<file path="config.mk">
export PLATFORM = sky130hd
export DESIGN_NAME = if_weight_loader
export DESIGN_NICKNAME = d
export VERILOG_FILES = /design/src/rtl/if_weight_loader.sv
export SDC_FILE = /design/constraint.sdc
export NUM_CORES = 1
export LEC_CHECK = 0
export CAP_MARGIN = 20
export CORE_MARGIN = 2
export CORE_UTILIZATION = 30
export DETAILED_ROUTE_END_ITERATION = 16
export GPL_ROUTABILITY_DRIVEN = 0
export MAX_ROUTING_LAYER = met4
export SYNTH_ARGS = -nofsm -noshare
export SYNTH_HDL_FRONTEND = slang
export SYNTH_SLANG_ARGS = --single-unit
</file>
<file path="constraint.sdc">
create_clock -name clk -period 9.3 [get_ports clk]
set_clock_uncertainty 0.2 [all_clocks]
set_input_delay 1.86 -clock clk [delete_from_list [all_inputs] [get_ports clk]]
set_output_delay 1.86 -clock clk [all_outputs]
set_load 0.005 [all_outputs]
</file>
<file path="src/rtl/if_weight_loader.sv">
// Weight loader for one SNN layer. It streams host weight words into the
// layer weight memory, neuron-major with the weight index as the inner loop.
// It then reads every written location back and compares the readback sum
// against the write-pass checksum.
module if_weight_loader #(
  parameter int WEIGHT_SIZE       = 32,
  parameter int LAYER_ADDR_WIDTH  = 32,
  parameter int NEURON_ADDR_WIDTH = 28,
  parameter int WEIGHT_ADDR_WIDTH = 10,
  parameter int READ_LATENCY      = 1
) (
  input  logic                                          clk,
  input  logic                                          rst,
  input  logic                                          start,
  input  logic [LAYER_ADDR_WIDTH-NEURON_ADDR_WIDTH-1:0]  layer_sel,
  input  logic [NEURON_ADDR_WIDTH-WEIGHT_ADDR_WIDTH-1:0] num_neurons,
  input  logic [WEIGHT_ADDR_WIDTH:0]                    num_weights,
  input  logic [WEIGHT_SIZE-1:0]                        s_data,
  input  logic                                          s_valid,
  output logic                                          s_ready,
  output logic [LAYER_ADDR_WIDTH-1:0]                   mem_addr,
  output logic [WEIGHT_SIZE-1:0]                        mem_din,
  output logic                                          mem_wen,
  input  logic [WEIGHT_SIZE-1:0]                        mem_dout,
  output logic                                          busy,
  output logic                                          done,
  output logic                                          err,
  output logic [WEIGHT_SIZE-1:0]                        checksum
);

  localparam int LW = LAYER_ADDR_WIDTH - NEURON_ADDR_WIDTH;
  localparam int NW = NEURON_ADDR_WIDTH - WEIGHT_ADDR_WIDTH;
  localparam int WW = WEIGHT_ADDR_WIDTH;

  localparam logic [NW-1:0] N_ONE  = 1;
  localparam logic [WW-1:0] WI_ONE = 1;
  localparam logic [WW:0]   W_ONE  = 1;

  typedef enum logic [2:0] {IDLE, WRITE, RD_ISSUE, RD_WAIT, CHECK, DONE} state_t;

  typedef struct packed {
    logic                        wen;
    logic [LAYER_ADDR_WIDTH-1:0] addr;
    logic [WEIGHT_SIZE-1:0]      din;
  } mem_req_t;

  state_t   state, state_nxt;
  mem_req_t req_q;

  logic [LW-1:0]          layer_q;
  logic [NW-1:0]          nn_q;
  logic [WW:0]            nw_q;
  logic [NW-1:0]          n_idx, n_nxt;
  logic [WW-1:0]          w_idx, w_nxt;
  logic [WEIGHT_SIZE-1:0] rd_sum;
  logic                   wr_last;   // final write strobe is on the bus this cycle
  logic                   w_last, n_last, all_last, hs;
  logic                   rd_issue, rd_ret;
  logic [LAYER_ADDR_WIDTH-1:0] cur_addr, nxt_addr;

  // vld_pipe[i] is set i cycles after a read address was issued. The top bit
  // marks the cycle in which mem_dout carries that location's data.
  logic [READ_LATENCY:1]  vld_pipe;

  assign w_last   = ({1'b0, w_idx} == (nw_q - W_ONE));
  assign n_last   = (n_idx == (nn_q - N_ONE));
  assign all_last = w_last && n_last;
  assign w_nxt    = w_last ? '0 : (w_idx + WI_ONE);
  assign n_nxt    = w_last ? (n_idx + N_ONE) : n_idx;
  assign cur_addr = {layer_q, n_idx, w_idx};
  assign nxt_addr = {layer_q, n_nxt, w_nxt};
  assign hs       = s_valid && s_ready;
  assign rd_issue = (state == RD_ISSUE);
  assign rd_ret   = vld_pipe[READ_LATENCY];

  assign mem_wen  = req_q.wen;
  assign mem_addr = req_q.addr;
  assign mem_din  = req_q.din;

  // State register
  always_ff @(posedge clk or posedge rst) begin
    if (rst) state <= IDLE;
    else     state <= state_nxt;
  end

  // Next-state logic
  always_comb begin
    state_nxt = state;
    case (state)
      IDLE:     if (start)
                  state_nxt = (num_neurons == '0 || num_weights == '0) ? DONE : WRITE;
      WRITE:    if (wr_last) state_nxt = RD_ISSUE;
      RD_ISSUE: state_nxt = RD_WAIT;
      RD_WAIT:  if (rd_ret) state_nxt = all_last ? CHECK : RD_ISSUE;
      CHECK:    state_nxt = DONE;
      DONE:     state_nxt = IDLE;
      default:  state_nxt = IDLE;
    endcase
  end

  // Moore outputs decoded from state; s_ready closes while the final write drains
  always_comb begin
    s_ready = 1'b0;
    busy    = 1'b0;
    done    = 1'b0;
    s_ready = (state == WRITE) && !wr_last;
    busy    = (state != IDLE) && (state != DONE);
    done    = (state == DONE);
  end

  // Read-latency tracker, flushed by reset
  always_ff @(posedge clk or posedge rst) begin
    if (rst) begin
      vld_pipe <= '0;
    end else begin
      vld_pipe[1] <= rd_issue;
      for (int i = 2; i <= READ_LATENCY; i++) vld_pipe[i] <= vld_pipe[i-1];
    end
  end

  // Datapath: parameter latch, index walk, memory request, sums and error flag
  always_ff @(posedge clk or posedge rst) begin
    if (rst) begin
      req_q    <= '0;
      layer_q  <= '0;
      nn_q     <= '0;
      nw_q     <= '0;
      n_idx    <= '0;
      w_idx    <= '0;
      rd_sum   <= '0;
      checksum <= '0;
      err      <= 1'b0;
      wr_last  <= 1'b0;
    end else begin
      req_q.wen <= 1'b0;
      case (state)
        IDLE: if (start) begin
          layer_q  <= layer_sel;
          nn_q     <= num_neurons;
          nw_q     <= num_weights;
          n_idx    <= '0;
          w_idx    <= '0;
          rd_sum   <= '0;
          checksum <= '0;
          err      <= 1'b0;
          wr_last  <= 1'b0;
        end
        WRITE: begin
          if (wr_last) begin
            // Indices are already back at zero: preload the first read address
            wr_last    <= 1'b0;
            req_q.addr <= cur_addr;
          end else if (hs) begin
            req_q.wen  <= 1'b1;
            req_q.addr <= cur_addr;
            req_q.din  <= s_data;
            checksum   <= checksum + s_data;
            if (all_last) begin
              n_idx   <= '0;
              w_idx   <= '0;
              wr_last <= 1'b1;
            end else begin
              n_idx <= n_nxt;
              w_idx <= w_nxt;
            end
          end
        end
        RD_WAIT: if (rd_ret) begin
          rd_sum <= rd_sum + mem_dout;
          if (!all_last) begin
            n_idx      <= n_nxt;
            w_idx      <= w_nxt;
            req_q.addr <= nxt_addr;
          end
        end
        CHECK: err <= (rd_sum != checksum);
        default: ;
      endcase
    end
  end

endmodule

</file>
# Yosys cells after proc, flatten, opt, wreduce, memory -nomap -nowiden
# Index checks and enable logic that the tools add are counted.
# totals
reg_bits	196
in_bits	101
out_inout_bits	101
elab_cells	102
# op_classes
addsub	6
n_eq_ne	16
n_mux	41
n_bitwise	1
n_reduce_logical	24
# op_table
cell	n
$mux W32	7
$pmux W32 S2	3
$mux W18	7
$mux W10	7
$mux W65	1
$add A32 B32 Y32	2
$pmux W18 S3	1
$ne A32 B32 Y1	1
$pmux W10 S3	1
$add A18 B1 Y18 const B	1
$eq A18 B18 Y1	1
$logic_not A18 Y1	1
$sub A18 B1 Y18 const B	1
$mux W3	5
$pmux W3 S5	1
$ne A2 B2 Y1 const B	6
$eq A10 B11 Y1	1
$logic_not A11 Y1	1
$sub A11 B1 Y11 const B	1
$add A10 B1 Y10 const B	1
$reduce_and A3 Y1	3
$reduce_and A4 Y1	2
$reduce_bool A2 Y1	4
$eq A3 B2 Y1 const B	2
other kinds (13)	27

# Logic depth before layout (Yosys ltp)
# Gate-level depths: netlist of run 1.
# depth
depth_word	7
ltp_mapped	14
mapped_depth_nobuf	11

# Least setup slack after synthesis of run 1
# OpenSTA, ideal clock, no wires.
# synth_path
path_type	input to register
start	in mem_dout[0]
end	reg rd_sum[30]
setup_ps	136
t_arrival_ps	4534
t_required_ps	8964
setup_slack_ps	4430
path_stages	11
path_buffers	0
cell_sequence	ha_1 -> fa_1 -> a21o_1 -> a21o_1 -> a2111oi_0 -> or4b_2 -> a21oi_1 -> o41ai_1 -> o31ai_1 -> xnor2_1 -> o21ai_0
# synth_between
elab_chain_cells	3
# synth_rtl
item	line_no	source
start, declared	24	input logic [WEIGHT_SIZE-1:0] mem_dout,
$add A32 B32 Y32	169	rd_sum <= rd_sum + mem_dout;
$mux W32	168	RD_WAIT: if (rd_ret) begin
$pmux W32 S2	136	case (state)
end signal, assigned	169	
end, declared	55	logic [WEIGHT_SIZE-1:0] rd_sum;
# Every way passes these cells. The select of a mux whose other input is x is not followed.
# A chain may end at the register's enable or synchronous reset.

# Worst setup path in the final report of run 1
# Ends and elaborated chain as after synthesis.

==> out/metrics.csv, run 1 <==
metric,value,unit
minimum clock period,5.34,ns
CP startpoint kind,primary input,
Layout Nets,1854,
Avg WL per Cell,18.0,um
Final Hold Viols,0,
Cell Pwr Density,284,mW/mm^2
Place WS,3.50,ns
"Remaining Overflow, GRT",0,
"Data arrival, critical path",5.45,ns
peak supply drop,0.118,mV
Worst Hold Depth,2,
worst-path maximum fanout,5,
Max Fclk,0.187,GHz
commonest cells in the netlist,"280 x nand2_1, 196 x dfrtp_1, 100 x o21ai_0, 88 x xnor2_1, 79 x nor2_1",
Reg2Reg Depth,13,
H-tree levels,4,
Sw Ratio,43.3,%
maxcap violations,0,
Port Buffer Count,201,
placed cell areas,0.0156,sq mm
DRT Wirelength,41100,um
Comb power frac,50.5,%
final instance area,0.0162,sq mm
HP Class,flip-flop to flip-flop,
Root Buffer,clkbuf_16,
hold_sp,layer_q[1],
Die Ht,212,um
register share of total power,32.7,%
Crit. End Element,flip-flop,
setup_tns,0,ns
vias in the first global route,11669,
final worst slack,3.96,ns
Reg-to-Reg End,mem_addr[18],
vias per std cell,5.24,
Hold Path Sink,layer_q[1],
"Reg clk slew, reported paths",0.08,ns
hpwl dp,30200,um
Sequential cell area,0.00490,sq mm
most common cell in the synthesized netlist,nand2_1,
num rows,76,
vias,11976,
largest area contributor in the netlist,dfrtp_1,
Yosys top cell area share,37.7,%
Mapped Cells,1527,
synth unique cells,70,
remaining antenna violation count,0,
clock network power share,16.7,%
Crit Path Class,primary input to flip-flop,
Ys Warns,0,
leakage,6.97,nW
first-pass GRT wire length,64700,um
worst reg-to-reg setup slack,4.87,ns
Synth async-reset ratio,100,%
Worst Max-Slew Pin Slew,1.08,ns
first drt pass iteration count,5,
Yosys reg bits,196,
Area contributors post-synth,"dfrtp_1 38%, nand2_1 8.1%, ha_1 6.4%",
share of layout cells above drive strength 1,4.83,%
Mapped Nets,1696,
CP Data Required Time,9.41,ns
die area,0.0450,sq mm
Post-CTS Setup Inserts,0,
post-CTS resize count,0,
max_slew headroom,27.7,%
drc violations,0,
"Setup violations, final",0,
Psw,1.99,mW
"Seq/Total Area, Yosys",37.7,%
clk_lat worst skew,0.47,ns
largest net degree at the start of global routing,132,
initial antenna violation count,1,
synthesized cell area,0.0130,sq mm
initial DRC count,891,
Layout fillers,4330,
"Primary FF master, synth",dfrtp_1,
CTS tree,done,
Synth-to-Final Area Change,24.4,%
hold buffers post-CTS,0,
Top Ports,202,
Die X,212,um
RSZ-0062 raised after global routing,false,
worst r2r src,nn_q[0],
status,completed,
clock buffer depth,2,
synthesized area per cell,8.51,sq um
Post-synth EDFFs,0,
fin crit share,57.4,%
initial core utilization,30.3,%
Slew Limit Fails,0,
CORE AREA,0.0429,sq mm
TritonCTS buffer count,17,
clock sinks,196,
Cell Int Power,2.60,mW
gr usage total,18.9,%
area of the multi-input gates,0.00759,sq mm
==> sequential cells by signal, indices dropped and copies added (netlist names), 3 cells and up <==
name and flops:
state 3, layer_q 4, checksum 32, n_idx 18
rd_sum 32, nn_q 18, mem_addr 32, w_idx 10
nw_q 11, mem_din 32
==> layer usage <==
metal / up-vias / part of all wire [%] / track usage, %
li1: 5760 / - / -
met2: 334 / 48 / 30.9
met1: 5844 / 46 / 24.8
met4: 0 / 1.6 / 4.64
met3: 38 / 5.1 / 2.82
met5: - / 0 / -
==> cells in the final DEF (no fill, tap or decap), drive strengths merged, types with 13 or more instances in the layout <==
master	Yosys	routed
xor2	33	33
nand2	280	280
xnor2	88	88
nor2	79	79
dfrtp	196	196
nor3	41	41
ha	66	66
o211ai	31	31
a21oi	70	70
nand4	21	21
nand3	66	66
o31ai	14	14
clkdlybuf4s50	0	201
clkbuf	60	18
nor4	15	15
inv	53	62
buf	16	14
mux2	34	34
mux2i	14	14
a211oi	13	13
a21o	33	33
o21ai	120	120
o21bai	14	14
a31oi	23	23
==> worst max path at each step <==
stage	slack, ns	to	startpoint	cells past startpoint
2_1_floorplan	1.90	checksum[0]	rst	1
3_3_place_gp	3.52	rd_sum[30]	mem_dout[0]	12
3_5_place_dp	3.50	rd_sum[30]	mem_dout[0]	12
4_1_cts	3.97	rd_sum[30]	mem_dout[0]	12
5_1_grt	3.57	rd_sum[28]	mem_dout[0]	12
6_report	3.96	rd_sum[30]	mem_dout[0]	12
==> worst max-delay path, cell delays in order <==
cell	delay, ns
clkdlybuf4s50_1	0.42
ha_1	0.25
fa_1	0.41
a21o_1	0.18
a21o_1	0.21
a2111oi_0	0.51
or4b_2	0.25
a21oi_1	0.11
o41ai_1	0.76
o31ai_1	0.21
xnor2_1	0.17
o21ai_0	0.09
==> final cells by class <==
cell class                      instances  share of cell area [%]
Sequential cell                       196                    30.3
Multi-Input combinational cell       1201                    46.9
Clock buffer                           18                    2.72
Clock inverter                         14                   0.867
Antenna cell                            1                  0.0155
Tap cell                              585                    4.53
Timing Repair Buffer                  215                    13.3
Inverter                               54                    1.30
==> power groups by stage <==
stage | logic (mW) | registers [mW] | clock network (mW)
finish | 2.32 | 1.50 | 0.769
global route | 2.58 | 1.54 | 0.817
CTS | 2.32 | 1.50 | 0.789
detailed placement | 2.30 | 1.51 | 0
global placement | 2.25 | 1.51 | 0
floorplan | 1.56 | 1.37 | 0
==> through the flow <==
step	power (mW)	hold slack (ns)	utilization, %	std cells
after floorplan	2.93	0.238	-	1527
after global placement	3.76	0.251	36.2	2248
after detailed placement	3.81	0.254	36.3	2250
after CTS	4.61	0.273	37.6	2282
after global routing	4.94	0.308	37.7	2284
final	4.59	0.273	37.7	2284
==> cells by family after synthesis <==
| group | share of synthesized area, % |
|---|---|
| and+or+nand+nor | 20.9 |
| AOI/OAI and AO/OA | 18.6 |
| DFF | 37.7 |
| buffers and inverters | 3.97 |
| xor gates and xnor gates | 8.16 |
| adders and majority gates | 6.66 |
| muxes | 4.03 |
(Power assumes the default switching activity.)
==> run 2: changes to the inputs <==
Clock period 9.3 ns to 5.6 ns, I/O delays scaled along.
==> run 2 against run 1 <==
- register-to-register slack got worse by 3.7 ns
- highest routed layer unchanged
- sequential cell count did not move
- worst setup slack got worse by 2.8 ns
- sequential power rose by 65%
- non-clock buffer count rose by 8
- hold slack improved by 0.00074 ns
- critical path depth did not move
- largest cell class unchanged
- clock-buffer cell count rose by 1
- cell count rose by 0.35%
- critical path type is now flip-flop to flip-flop
- power rose by 67%
- final area rose by 0.53%
- first-iteration DRC count rose by 6.1%
==> out/metrics.csv, run 2 (synthesized netlist as in run 1, its figures left out) <==
metric,value,unit
Avg WL per Cell,17.7,um
Synth-to-Final Area Change,25.1,%
setup_tns,0,ns
placed cell count,2257,
Reg-to-Reg End,mem_addr[20],
clock buffer depth,2,
Reg2Reg Depth,12,
remaining antenna violation count,0,
clock sinks,196,
"Remaining Overflow, GRT",0,
Crit Path Class,flip-flop to flip-flop,
num rows,76,
TritonCTS buffer count,17,
most frequent cells in the layout,"279 x nand2_1, 201 x clkdlybuf4s50_1, 196 x dfrtp_1",
Max Fclk,0.225,GHz
max_slew headroom,32.9,%
Die Ht,212,um
final std cells w/o fill,2292,
drc violations,0,
first-pass GRT wire length,63700,um
Worst Hold Depth,2,
vias per std cell,5.21,
"Setup violations, final",0,
fin crit share,79.4,%
peak supply drop,0.170,mV
share of layout cells above drive strength 1,5.28,%
Hold Path Sink,layer_q[1],
post-CTS resize count,0,
DRT Wirelength,40600,um
CORE AREA,0.0429,sq mm
vias,11948,
Crit. End Element,flip-flop,
vias in the first global route,11562,
Port Buffer Count,201,
"commonest non-fill, non-tap cell in the layout",nand2_1,
"Data arrival, critical path",4.60,ns
CTS tree,done,
hold_sp,layer_q[1],
initial DRC count,945,
hpwl dp,30400,um
minimum clock period,4.45,ns
worst r2r src,nn_q[0],
HP Class,flip-flop to flip-flop,
worst-path maximum fanout,32,
initial antenna violation count,1,
CP Data Required Time,5.75,ns
die area,0.0450,sq mm
leakage,7.00,nW
Layout Nets,1862,
largest net degree at the start of global routing,99,
RSZ-0062 raised after global routing,false,
maxcap violations,0,
Cell Pwr Density,472,mW/mm^2
"Reg clk slew, reported paths",0.08,ns
Die X,212,um
status,completed,
Hold WS,0.273,ns
Post-CTS Setup Inserts,0,
first drt pass iteration count,6,
hold buffers post-CTS,0,
gr usage total,18.8,%
Final Hold Viols,0,
CP startpoint kind,flip-flop,
initial core utilization,30.3,%
Worst Max-Slew Pin Slew,1.00,ns
worst reg-to-reg setup slack,1.15,ns
Slew Limit Fails,0,
H-tree levels,4,
clk_lat worst skew,0.47,ns
Root Buffer,clkbuf_16,
Top Ports,202,
[run 2: stage by stage]
step | instance area, sq um | power (mW) | util [%] | setup WS, ns
after floorplan | 13000 | 4.86 | - | 1.47
after global placement | 15600 | 6.24 | 36.4 | 0.769
after detailed placement | 15600 | 6.31 | 36.4 | 0.754
after CTS | 16200 | 7.68 | 37.8 | 1.00
after global routing | 16300 | 8.26 | 37.9 | 0.843
final | 16300 | 7.67 | 37.9 | 1.15
[run 2: cell type report]
cell class,count,area [sq um]
Multi-Input combinational cell,1201,7590
Fill cell,4312,26600
Inverter,54,206
Clock buffer,19,453
Sequential cell,196,4900
Tap cell,585,732
Antenna cell,1,2.50
Clock inverter,13,165
Timing Repair Buffer,223,2200
[run 2: how the worst max path moves through the flow]
stage	start	end	slack (ns)	depth (start not counted)
final	nn_q[0]	mem_addr[20]	1.15	12
after global routing	nn_q[0]	mem_addr[4]	0.84	12
after CTS	nn_q[0]	w_idx[1]	1.00	11
after detailed placement	s_data[0]	checksum[26]	0.75	11
after global placement	s_data[0]	checksum[26]	0.77	11
after floorplan	mem_dout[0]	rd_sum[30]	1.47	11
[run 2: layer usage]
metal  share of wire (%)  routed length (um)  up-vias  GRT usage (%)
met1                  45               18100     5739           24.2
li1                    -                   -     5788              -
met2                  48               19300      360           30.2
met3                 5.4                2200       61           3.19
met5                   0                   0        -              -
met4                 2.4                 979        0           5.71
[run 2: critical path, stage by stage (launching register included)]
cell       delay, ns
dfrtp_1         0.40
inv_1           0.08
ha_1            0.20
or4b_4          0.53
or4_1           0.53
o311ai_1        0.10
a41oi_1         0.09
a211oi_2        0.20
o2111ai_1       0.15
or4b_1          0.81
a21oi_4         0.23
buf_4           0.40
mux2_2          0.39
[run 2: power breakdown]
group / internal [mW] / switching [mW]
Sequential: 1.87 / 0.605
Clock: 0.698 / 0.641
Combinational: 1.82 / 2.04
